<file path="src/rtl/acc_ctrl_pkg.sv">
// Shared encodings for the accumulator multi-cycle controller.
// Covers opcodes, datapath select codes, FSM states and opcode classification helpers.
package acc_ctrl_pkg;

    localparam logic [3:0] OP_NOP   = 4'b0000;
    localparam logic [3:0] OP_JUMP  = 4'b0001;
    localparam logic [3:0] OP_SAVE  = 4'b0010;
    localparam logic [3:0] OP_LOAD  = 4'b0011;
    localparam logic [3:0] OP_LOADI = 4'b0100;
    localparam logic [3:0] OP_SLL   = 4'b0101;
    localparam logic [3:0] OP_ADD   = 4'b1000;
    localparam logic [3:0] OP_SUB   = 4'b1001;
    localparam logic [3:0] OP_AND   = 4'b1010;
    localparam logic [3:0] OP_OR    = 4'b1011;
    localparam logic [3:0] OP_XOR   = 4'b1100;
    localparam logic [3:0] OP_SLT   = 4'b1101;
    localparam logic [3:0] OP_BZ    = 4'b1111;

    localparam logic [1:0] ACC_SRC_MEM = 2'b00;
    localparam logic [1:0] ACC_SRC_IMM = 2'b01;
    localparam logic [1:0] ACC_SRC_ALU = 2'b10;
    localparam logic [1:0] ACC_SRC_SLL = 2'b11;

    localparam logic [1:0] CAUSE_NONE    = 2'b00;
    localparam logic [1:0] CAUSE_ILLEGAL = 2'b01;
    localparam logic [1:0] CAUSE_TIMEOUT = 2'b10;

    typedef enum logic [2:0] {
        S_IDLE   = 3'd0,
        S_FETCH  = 3'd1,
        S_DECODE = 3'd2,
        S_MEM    = 3'd3,
        S_WB     = 3'd4,
        S_TRAP   = 3'd5
    } state_t;

    // 1000..1110 are ALU ops; 1111 is BZ, which shares the top bit.
    function automatic logic is_alu(input logic [3:0] op);
        return op[3] && (op != OP_BZ);
    endfunction

    function automatic logic is_legal(input logic [3:0] op);
        return (op != 4'b0110) && (op != 4'b0111);
    endfunction

endpackage

</file>
<file path="src/rtl/acc_multicycle_ctrl_timeout.sv">
// Memory wait-state counter: counts cycles without mem_ready and flags expiry.
// o_expire fires in the wait cycle that would bring the count up to LIMIT; LIMIT = 0 disables it.
module acc_ctrl_timeout #(
    parameter int unsigned LIMIT = 15
) (
    input  logic i_clk,
    input  logic i_rst,
    input  logic i_clr,
    input  logic i_en,
    output logic o_expire
);

    localparam int unsigned CW = (LIMIT < 2) ? 1 : $clog2(LIMIT + 1);
    localparam logic [CW-1:0] LAST = CW'((LIMIT == 0) ? 0 : LIMIT - 1);

    logic [CW-1:0] r_cnt;

    always_ff @(posedge i_clk or posedge i_rst) begin
        if (i_rst) begin
            r_cnt <= '0;
        end else if (i_clr) begin
            r_cnt <= '0;
        end else if (i_en) begin
            r_cnt <= r_cnt + 1'b1;
        end
    end

    assign o_expire = (LIMIT != 0) && i_en && (r_cnt == LAST);

endmodule

</file>
<file path="src/rtl/acc_multicycle_ctrl.sv">
// Multi-cycle control FSM for the accumulator core: fetch/decode/mem/write-back
// sequencing with a req/ready memory handshake, traps and a retired-instruction count.
//
// state  | meaning
// IDLE   | parked, waiting for run
// FETCH  | instruction read from PC, IR/PC update on ready
// DECODE | classify opcode; branches and NOP retire here
// MEM    | operand read (LOAD/ALU) or SAVE write
// WB     | ACC write-back, retire
// TRAP   | sticky fault, exits only via reset
module acc_multicycle_ctrl
    import acc_ctrl_pkg::*;
#(
    parameter int unsigned INSTR_W     = 16,
    parameter int unsigned ALUOP_W     = 3,
    parameter int unsigned MEM_TIMEOUT = 15,
    parameter int unsigned CNT_W       = 16
) (
    input  logic               i_clk,
    input  logic               i_rst,
    input  logic               i_run,
    input  logic [INSTR_W-1:0] i_instr,
    input  logic               i_acc_zero,
    input  logic               i_mem_ready,
    output logic               o_mem_req,
    output logic               o_mem_we,
    output logic               o_addr_src,
    output logic               o_ir_write,
    output logic               o_mdr_write,
    output logic               o_pc_write,
    output logic               o_pc_src,
    output logic               o_acc_write,
    output logic [1:0]         o_acc_src,
    output logic [ALUOP_W-1:0] o_alu_op,
    output logic               o_retire,
    output logic [CNT_W-1:0]   o_retired,
    output logic               o_trap,
    output logic [1:0]         o_trap_cause
);

    state_t            r_state;
    state_t            w_next;
    state_t            w_after;
    logic [3:0]        r_opcode;
    logic [3:0]        w_op;
    logic [1:0]        r_cause;
    logic [1:0]        w_cause_next;
    logic [CNT_W-1:0]  r_retired;
    logic              w_expire;
    logic              w_wait_en;
    logic              w_wait_clr;
    logic              w_unused_operand;

    // Operand bits only feed the datapath.
    assign w_unused_operand = ^i_instr[INSTR_W-5:0];

    // The IR is valid in DECODE; later states use the copy latched there.
    assign w_op    = (r_state == S_DECODE) ? i_instr[INSTR_W-1 -: 4] : r_opcode;
    assign w_after = i_run ? S_FETCH : S_IDLE;

    assign w_wait_en  = ((r_state == S_FETCH) || (r_state == S_MEM)) && !i_mem_ready;
    assign w_wait_clr = (w_next != r_state) && ((w_next == S_FETCH) || (w_next == S_MEM));

    acc_ctrl_timeout #(
        .LIMIT (MEM_TIMEOUT)
    ) u_timeout (
        .i_clk    (i_clk),
        .i_rst    (i_rst),
        .i_clr    (w_wait_clr),
        .i_en     (w_wait_en),
        .o_expire (w_expire)
    );

    always_ff @(posedge i_clk or posedge i_rst) begin
        if (i_rst) begin
            r_state   <= S_IDLE;
            r_opcode  <= OP_NOP;
            r_cause   <= CAUSE_NONE;
            r_retired <= '0;
        end else begin
            r_state <= w_next;
            if (r_state == S_DECODE) begin
                r_opcode <= w_op;
            end
            if (w_next == S_TRAP && r_state != S_TRAP) begin
                r_cause <= w_cause_next;
            end
            if (o_retire) begin
                r_retired <= r_retired + 1'b1;
            end
        end
    end

    always_comb begin
        w_next       = r_state;
        w_cause_next = CAUSE_NONE;
        o_mem_req    = 1'b0;
        o_mem_we     = 1'b0;
        o_addr_src   = 1'b0;
        o_ir_write   = 1'b0;
        o_mdr_write  = 1'b0;
        o_pc_write   = 1'b0;
        o_pc_src     = 1'b0;
        o_acc_write  = 1'b0;
        o_acc_src    = ACC_SRC_MEM;
        o_alu_op     = '0;
        o_retire     = 1'b0;

        case (r_state)
            S_IDLE: begin
                if (i_run) w_next = S_FETCH;
            end
            S_FETCH: begin
                o_mem_req = 1'b1;
                if (i_mem_ready) begin
                    o_ir_write = 1'b1;
                    o_pc_write = 1'b1;
                    w_next     = S_DECODE;
                end else if (w_expire) begin
                    w_next       = S_TRAP;
                    w_cause_next = CAUSE_TIMEOUT;
                end
            end
            S_DECODE: begin
                if (!is_legal(w_op)) begin
                    w_next       = S_TRAP;
                    w_cause_next = CAUSE_ILLEGAL;
                end else if (w_op == OP_NOP) begin
                    o_retire = 1'b1;
                    w_next   = w_after;
                end else if (w_op == OP_JUMP || w_op == OP_BZ) begin
                    o_pc_write = (w_op == OP_JUMP) ? 1'b1 : i_acc_zero;
                    o_pc_src   = 1'b1;
                    o_retire   = 1'b1;
                    w_next     = w_after;
                end else if (w_op == OP_LOADI || w_op == OP_SLL) begin
                    w_next = S_WB;
                end else begin
                    w_next = S_MEM;
                end
            end
            S_MEM: begin
                o_mem_req  = 1'b1;
                o_addr_src = 1'b1;
                o_mem_we   = (w_op == OP_SAVE);
                if (i_mem_ready) begin
                    if (w_op == OP_SAVE) begin
                        o_retire = 1'b1;
                        w_next   = w_after;
                    end else begin
                        o_mdr_write = 1'b1;
                        w_next      = S_WB;
                    end
                end else if (w_expire) begin
                    w_next       = S_TRAP;
                    w_cause_next = CAUSE_TIMEOUT;
                end
            end
            S_WB: begin
                o_acc_write = 1'b1;
                o_retire    = 1'b1;
                w_next      = w_after;
                if (is_alu(w_op)) begin
                    o_acc_src = ACC_SRC_ALU;
                    o_alu_op  = w_op[ALUOP_W-1:0];
                end else if (w_op == OP_LOADI) begin
                    o_acc_src = ACC_SRC_IMM;
                end else if (w_op == OP_SLL) begin
                    o_acc_src = ACC_SRC_SLL;
                end
            end
            S_TRAP: begin
                w_next = S_TRAP;
            end
            default: begin
                w_next = S_IDLE;
            end
        endcase
    end

    assign o_trap       = (r_state == S_TRAP);
    assign o_trap_cause = r_cause;
    assign o_retired    = r_retired;

endmodule
</file>
<file path="config.mk">
export PLATFORM = sky130hd
export DESIGN_NAME = acc_multicycle_ctrl
export DESIGN_NICKNAME = d
export VERILOG_FILES = /design/src/rtl/acc_ctrl_pkg.sv /design/src/rtl/acc_multicycle_ctrl_timeout.sv /design/src/rtl/acc_multicycle_ctrl.sv
export SDC_FILE = /design/constraint.sdc
export NUM_CORES = 1
export LEC_CHECK = 0
export BUFFER_PORTS_ARGS = -buffer_cell sky130_fd_sc_hd__buf_2
export CAP_MARGIN = 20
export CORE_MARGIN = 2
export CORE_UTILIZATION = 51
export DETAILED_ROUTE_END_ITERATION = 10
export GPL_ROUTABILITY_DRIVEN = 0
export PLACE_DENSITY_LB_ADDON = 0.12
export SETUP_SLACK_MARGIN = 0.5
export SLEW_MARGIN = 30
export SYNTH_ARGS = -nofsm -noshare
export SYNTH_HDL_FRONTEND = slang
export SYNTH_SLANG_ARGS = --single-unit
</file>
<file path="constraint.sdc">
create_clock -name i_clk -period 4.2 [get_ports i_clk]
set_input_delay 0 -clock i_clk [delete_from_list [all_inputs] [get_ports i_clk]]
set_output_delay 0 -clock i_clk [all_outputs]
set_load 0.02 [all_outputs]
</file>
==> results of run 1 <==
-- how the worst max path moves through the flow --
stage	start	end	slack, ns	depth (start not counted)
6_report	r_state[0]	o_acc_src[1]	1.92	6
5_1_grt	r_state[0]	o_acc_src[1]	1.72	6
4_1_cts	r_state[0]	o_acc_src[1]	1.93	6
3_5_place_dp	r_state[0]	o_trap_cause[1]	2.00	5
3_3_place_gp	r_state[0]	o_trap_cause[1]	2.04	5
2_1_floorplan	r_state[0]	o_acc_src[1]	2.01	5
-- area by class of cell --
type | instances | share of cell area
Multi-Input combinational cell | 119 | 0.435
Sequential cell | 29 | 0.368
Timing Repair Buffer | 42 | 0.109
Clock buffer | 5 | 0.0190
Inverter | 12 | 0.0228
Clock inverter | 2 | 0.0178
Tap cell | 44 | 0.0279
-- cells by family after synthesis --
logic type | count (synthesis) | synth area share
compound gates | 25 | 0.121
flops | 29 | 0.436
xor+xnor | 18 | 0.0948
fa+ha+maj | 3 | 0.0226
simple gates | 66 | 0.233
buf+inv | 18 | 0.0474
mux | 7 | 0.0444
-- synth_stat cells (3+ instances only) --
cell type  count  area (um^2)
ha_1           3         37.5
buf_2          3         15.0
a21oi_1        8         40.0
and3_1         4         25.0
xor2_1         7         61.3
xnor2_1       11         96.3
nand4_1        6         37.5
mux2i_1        4         40.0
dfrtp_1       29          726
nor2_1        10         37.5
mux2_2         3         33.8
inv_1         12         45.0
nand2_1       16         60.1
nand3_1       10         50.1
-- report_power, final --
group / switching [mW] / total (mW) / internal (mW)
registers: 0.0950 / 0.443 / 0.348
logic: 0.269 / 0.450 / 0.181
clock network: 0.0923 / 0.213 / 0.121
-- sequential cells by signal, indices dropped and copies added, names as in the netlist --
register	count
r_opcode	4
u_timeout.r_cnt	4
o_retired	16
o_trap_cause	2
r_state	3
-- metal layers --
layer  up-vias  global-route usage
li1        667                   -
met1       624               0.316
met2        39               0.286
met3         6              0.0567
met4         0              0.0839
met5         -                   0
-- worst register-to-register path: cells and delay by family (launching register included) --
kind | cells | cell delay (ns)
flip-flops | 1 | 0.52
AND/OR/NAND/NOR | 2 | 0.72
AO/OA/AOI/OAI | 2 | 0.50
multiplexers | 1 | 0.39
-- stage by stage --
stage / utilization / setup slack (ns) / hold slack, ns / total power [mW] / instance area [um^2]
after CTS: 0.641 / 1.93 / 0.0620 / 1.11 / 1970
final: 0.641 / 1.92 / 0.0675 / 1.11 / 1970
after detailed placement: 0.614 / 2.00 / 0.0920 / 0.896 / 1890
after global routing: 0.641 / 1.72 / 0.0696 / 1.19 / 1970
after floorplan: - / 2.01 / 0.0781 / 0.775 / 1660
after global placement: 0.614 / 2.04 / 0.283 / 0.871 / 1890
-- timing repair --
action / CTS / global route
setup endpoints to repair: 0 / 0
hold buffers: 1 / 0
hold endpoints to repair: 29 / 0
==> summary.md, run 1 <==
| Metric | Value |
|---|---|
| Post CTS Setup Buffer Count | 0 |
| Fillers | between 200 and 300 |
| WP buf/inv | 2 |
| Crit path max-delay family | simple AND/OR/NAND/NOR gates |
| Initial DRC Count | 94 |
| Worst path cell trace | nor3b_4 -> mux2i_1 -> inv_1 -> nor3_1 -> a21bo_2 -> buf_2 |
| Synth cell types | 45 |
| Placed instance count | 245 |
| Leakage | 0.999 nW |
| Synth Instances | ~170 |
| Pwr Density | around 560 nW/um^2 |
| Die width | 61.1 um |
| Worst setup SP type | register |
| HP Class | in2reg |
| Initial Utilization | 0.540 |
| Count of final setup violators | 0 |
| IO Port Bufs | 41 |
| Worst EP required | about 4.2 ns |
| Synth-to-layout area growth | 18.6% |
| Status | completed |
| Main synth FF type | dfrtp_1 |
| Remaining Overflow, GRT | 0 |
| Final Hold Fails | 0 |
| Slew margin rel. | 0.611 |
| Die area | between 3000 and 4000 um^2 |
| RSZ-0062 raised after global routing | no |
| H-tree depth | 2 |
| Antenna violations before repair | 0 |
| Commonest non-fill, non-tap cell in the layout | buf_2 |
| Via density | 5.28 |
| DRC viols | 0 |
| GRT Resource Usage Total | 0.210 |
| Reg area | just over 700 um^2 |
| Critical path peak fanout | 9 |
| Pre-Repair DR Iteration Count | 4 |
| Post-route ant nets | 0 |
| Hold Startpoint | i_instr[15] |
| Vias in the first global route | 1176 |
| # IOs | 54 |
| Reg2Reg Launch Point | r_state[0] |
| Layout cells sized above 1 | 0.311 |
| YS warnings | 0 |
| Clock Skew | approximately 0.015 ns |
| Met2 Routed Length | 1550 um |
| Max incr delay on CP | around 0.52 ns |
| First-pass GRT wire length | between 5000 and 6000 um |
| Slowest CP cell | dfrtp_1 |
| Max-Cap Viols | 0 |
| CTS Buffer Depth | 2 |
| Peak supply drop | 355 uV |
| FF-to-FF path depth | 5 |
| Num rows | 20 |
| FFs w/ async S/R, synth | 1.00 |
| M1 WL | 1670 um |
| DRT Wirelength | 3430 um |
| Critical R2R Capture | o_trap_cause[1] |
| Max-slew violation count | 0 |
| DP Wirelength | around 2500 um |
| CTS root buf | clkbuf_4 |
| Top Layer Used | met4 |
| Syn nets | 190 |
| Final TNS setup | 0 ns |
| Die H | 61.1 um |
| CP arrival | 2.28 ns |
| Worst Setup End Kind | output pin |
| Via count | about 1.3k |
| Yosys reg bits | 29 |
| Number of flops mapped to enable cells by yosys | 0 |
| Core area | about 3100 um^2 |
| Seq/Total Area, Yosys | 0.436 |
| Highest clock rate | 439 MHz |
| Largest net degree at the start of global routing | 30 |
| Worst-margin pin slew | roughly 0.6 ns |
| Tmin final | between 2 and 2.5 ns |
| Resized cells post-CTS | 0 |
| Clk_lat worst skew | 0.32 ns |
| Syn Area/Cell | 10.0 um^2 |
| WHS Path Cells | 3 |
| CTS sink count | 29 |
| Reg2reg setup slack | ~2 ns |
| Multi-input gate area | roughly 860 um^2 |
| Inserted Diodes | 0 |
| Routed wire length per instance | 13.5 um |
| Final Cycle Share | 0.543 |
| Total CTS buffers | 5 |
| Crit Path Class | reg2out |
| Layout Nets | 233 |
| Mapped Area | around 1700 um^2 |
| DR WL met3 | about 150 um |
| Most frequent cells in the layout | buf_2 (41), dfrtp_1 (29), nand2_1 (16) |
| Final Non-Filler Cells | 253 |
| Worst hold endpoint | r_opcode[3] |
| Worst-path clk slew | around 0.09 ns |
| CTS tree | done |
Power figures use the tool's default switching activity.
==> run 2: changes to the inputs <==
--- a/config.mk
+++ b/config.mk
@@ -8,7 +8,7 @@
 export BUFFER_PORTS_ARGS = -buffer_cell sky130_fd_sc_hd__buf_2
 export CAP_MARGIN = 20
 export CORE_MARGIN = 2
-export CORE_UTILIZATION = 51
+export CORE_UTILIZATION = 50
 export DETAILED_ROUTE_END_ITERATION = 10
 export GPL_ROUTABILITY_DRIVEN = 0
 export PLACE_DENSITY_LB_ADDON = 0.12
==> constraint.sdc (replaced) <==
create_clock -name i_clk -period 2.16 [get_ports i_clk]
set_input_delay 0 -clock i_clk [delete_from_list [all_inputs] [get_ports i_clk]]
set_output_delay 0 -clock i_clk [all_outputs]
set_load 0.02 [all_outputs]
==> summary.md, run 2 (same netlist as run 1, synthesis figures left out) <==
| Metric | Value |
|---|---|
| Antenna violations before repair | 0 |
| CP startpoint | r_state[0] |
| WHS Path Cells | 3 |
| Placed instance count | between 200 and 250 |
| Final Non-Filler Cells | 277 |
| Critical path peak fanout | 5 |
| Max incr delay on CP | between 0.4 and 0.5 ns |
| Slowest CP cell | dfrtp_2 |
| DRT Wirelength | roughly 4100 um |
| Worst Setup End Kind | output pin |
| WP depth | 7 |
| GRT Resource Usage Total | 0.224 |
| Tmin final | a little over 2 ns |
| IO Port Bufs | 41 |
| Initial Utilization | 0.536 |
| Worst-path clk slew | 0.10 ns |
| Final Hold Fails | 0 |
| Peak supply drop | 962 uV |
| Via count | between 1k and 1.5k |
| WP buf/inv | 3 |
| RSZ-0062 raised after global routing | yes |
| Inserted Diodes | 0 |
| Initial DRC Count | 88 |
| Layout cells sized above 1 | 0.502 |
| Final TNS setup | 0 ns |
| Die H | just over 60 um |
| Crit path max-delay family | simple AND/OR/NAND/NOR gates |
| Count of final setup violators | 0 |
| CTS tree | done |
| Clk_lat worst skew | between 0.3 and 0.4 ns |
| First-pass GRT wire length | a little over 6000 um |
| Core area | 3100 um^2 |
| Worst-margin pin slew | about 0.57 ns |
| CP arrival | 2.05 ns |
| Crit Path Class | reg2out |
| DP Wirelength | approximately 2700 um |
| Max-Cap Viols | 0 |
| Largest net degree at the start of global routing | 30 |
| Largest register FFs | 16 |
| Max-slew violation count | 0 |
| Worst path cell trace | nor3b_4 -> buf_6 -> mux2i_2 -> inv_1 -> nor3_2 -> a21bo_2 -> buf_6 |
| Final Cycle Share | 0.950 |
| Slew margin rel. | 0.618 |
| Total CTS buffers | 5 |
| DRC viols | 0 |
| Commonest non-fill, non-tap cell in the layout | buf_2 |
| Pre-Repair DR Iteration Count | 4 |
| Highest clock rate | slightly below 500 MHz |
| Remaining Overflow, GRT | 0 |
| Cell mode on critical path | buf_6 |
| Reg2reg setup slack | roughly 0.12 ns |
| Layout Nets | 256 |
| Vias in the first global route | 1350 |
| Via density | approximately 5.4 |
| FF-to-FF path depth | 6 |
| Leakage | 1.17 nW |
| CTS sink count | 29 |
| Critical R2R Capture | o_trap_cause[1] |
| CTS root buf | clkbuf_4 |
| Clock Skew | slightly above 0.009 ns |
| Reg2Reg Launch Point | r_state[0] |
| HP Class | in2reg |
| Post-route ant nets | 0 |
| Pwr Density | 1100 nW/um^2 |
| Die width | approximately 62 um |
| Num rows | 20 |
| CTS Buffer Depth | 2 |
| Die area | ~3800 um^2 |
| Critical Path End | o_acc_src[1] |
| Most frequent cells in the layout | buf_2 (34), dfrtp_1 (26), buf_6 (16) |
| Worst setup SP type | register |
| Final Total Pwr | approximately 2.7 mW |
| H-tree depth | 2 |
| Routed wire length per instance | around 15 um |
| Status | completed |
| Worst EP required | 2.16 ns |
| Hold WS | between 0.06 and 0.07 ns |
| Synth-to-layout area growth | 45.4% |
| # IOs | 54 |
==> run 2: changes by cell type in the layout (fill, tap and decap cells not counted), sizes merged <==
cell	previous run	this run
buf	41	64
clkbuf	5	6
clkinv	1	0
clkinvlp	0	1
==> run 2: worst min path at each step <==
stage / from / to / slack, ns
6_report: i_instr[15] / r_opcode[3] / 0.07
5_1_grt: i_instr[15] / r_opcode[3] / 0.08
4_1_cts: i_run / r_state[0] / 0.02
3_5_place_dp: i_rst / o_retired[14] / 0.09
3_3_place_gp: i_rst / o_retired[12] / 0.08
2_1_floorplan: i_rst / o_retired[0] / 0.08
==> run 2: metrics by stage <==
stage                     setup slack, ns  instance area, um^2  utilization
after floorplan                     0.176                 1690            -
after global placement              0.261                 1940        0.624
after detailed placement            0.214                 1940        0.624
after CTS                           0.165                 2210        0.712
after global routing              -0.0226                 2420        0.779
final                               0.109                 2420        0.779
==> run 2: cell type report <==
class	count	area [um^2]
Timing Repair Buffer	65	465
Inverter	12	45.0
Clock buffer	6	51.3
Sequential cell	29	729
Tap cell	44	55.1
Clock inverter	2	37.5
Multi-Input combinational cell	119	1030
Fill cell	209	684
==> run 2: metal layers <==
| layer | routed length (um) | vias to the layer above | track usage | share of wire |
|---|---|---|---|---|
| met5 | 0 | - | 0 | 0 |
| met2 | 2180 | 38 | 0.362 | 0.53 |
| met4 | 55 | 0 | 0.0638 | 0.013 |
| li1 | - | 712 | - | - |
| met1 | 1740 | 734 | 0.296 | 0.42 |
| met3 | 155 | 7 | 0.0630 | 0.038 |
==> run 2: worst min-delay path, delay by kind of cell <==
| kind | cells | cell delay [ns] |
|---|---|---|
| buf+inv | 2 | 0.26 |
| mux | 1 | 0.10 |
==> run 2: repair_timing <==
action,4_1_cts,5_1_grt
pin swaps,16,17
hold endpoints to repair,29,0
gates cloned,0,0
hold buffers,1,0
gates resized for setup,25,34
buffers inserted,12,8
setup endpoints to repair,29,34
==> run 2: power breakdown <==
group | switching, mW | total (mW) | internal (mW) | leakage [nW]
Combinational | 0.684 | 1.31 | 0.630 | 0.752
Sequential | 0.194 | 0.876 | 0.682 | 0.377
Clock | 0.204 | 0.479 | 0.275 | 0.0445
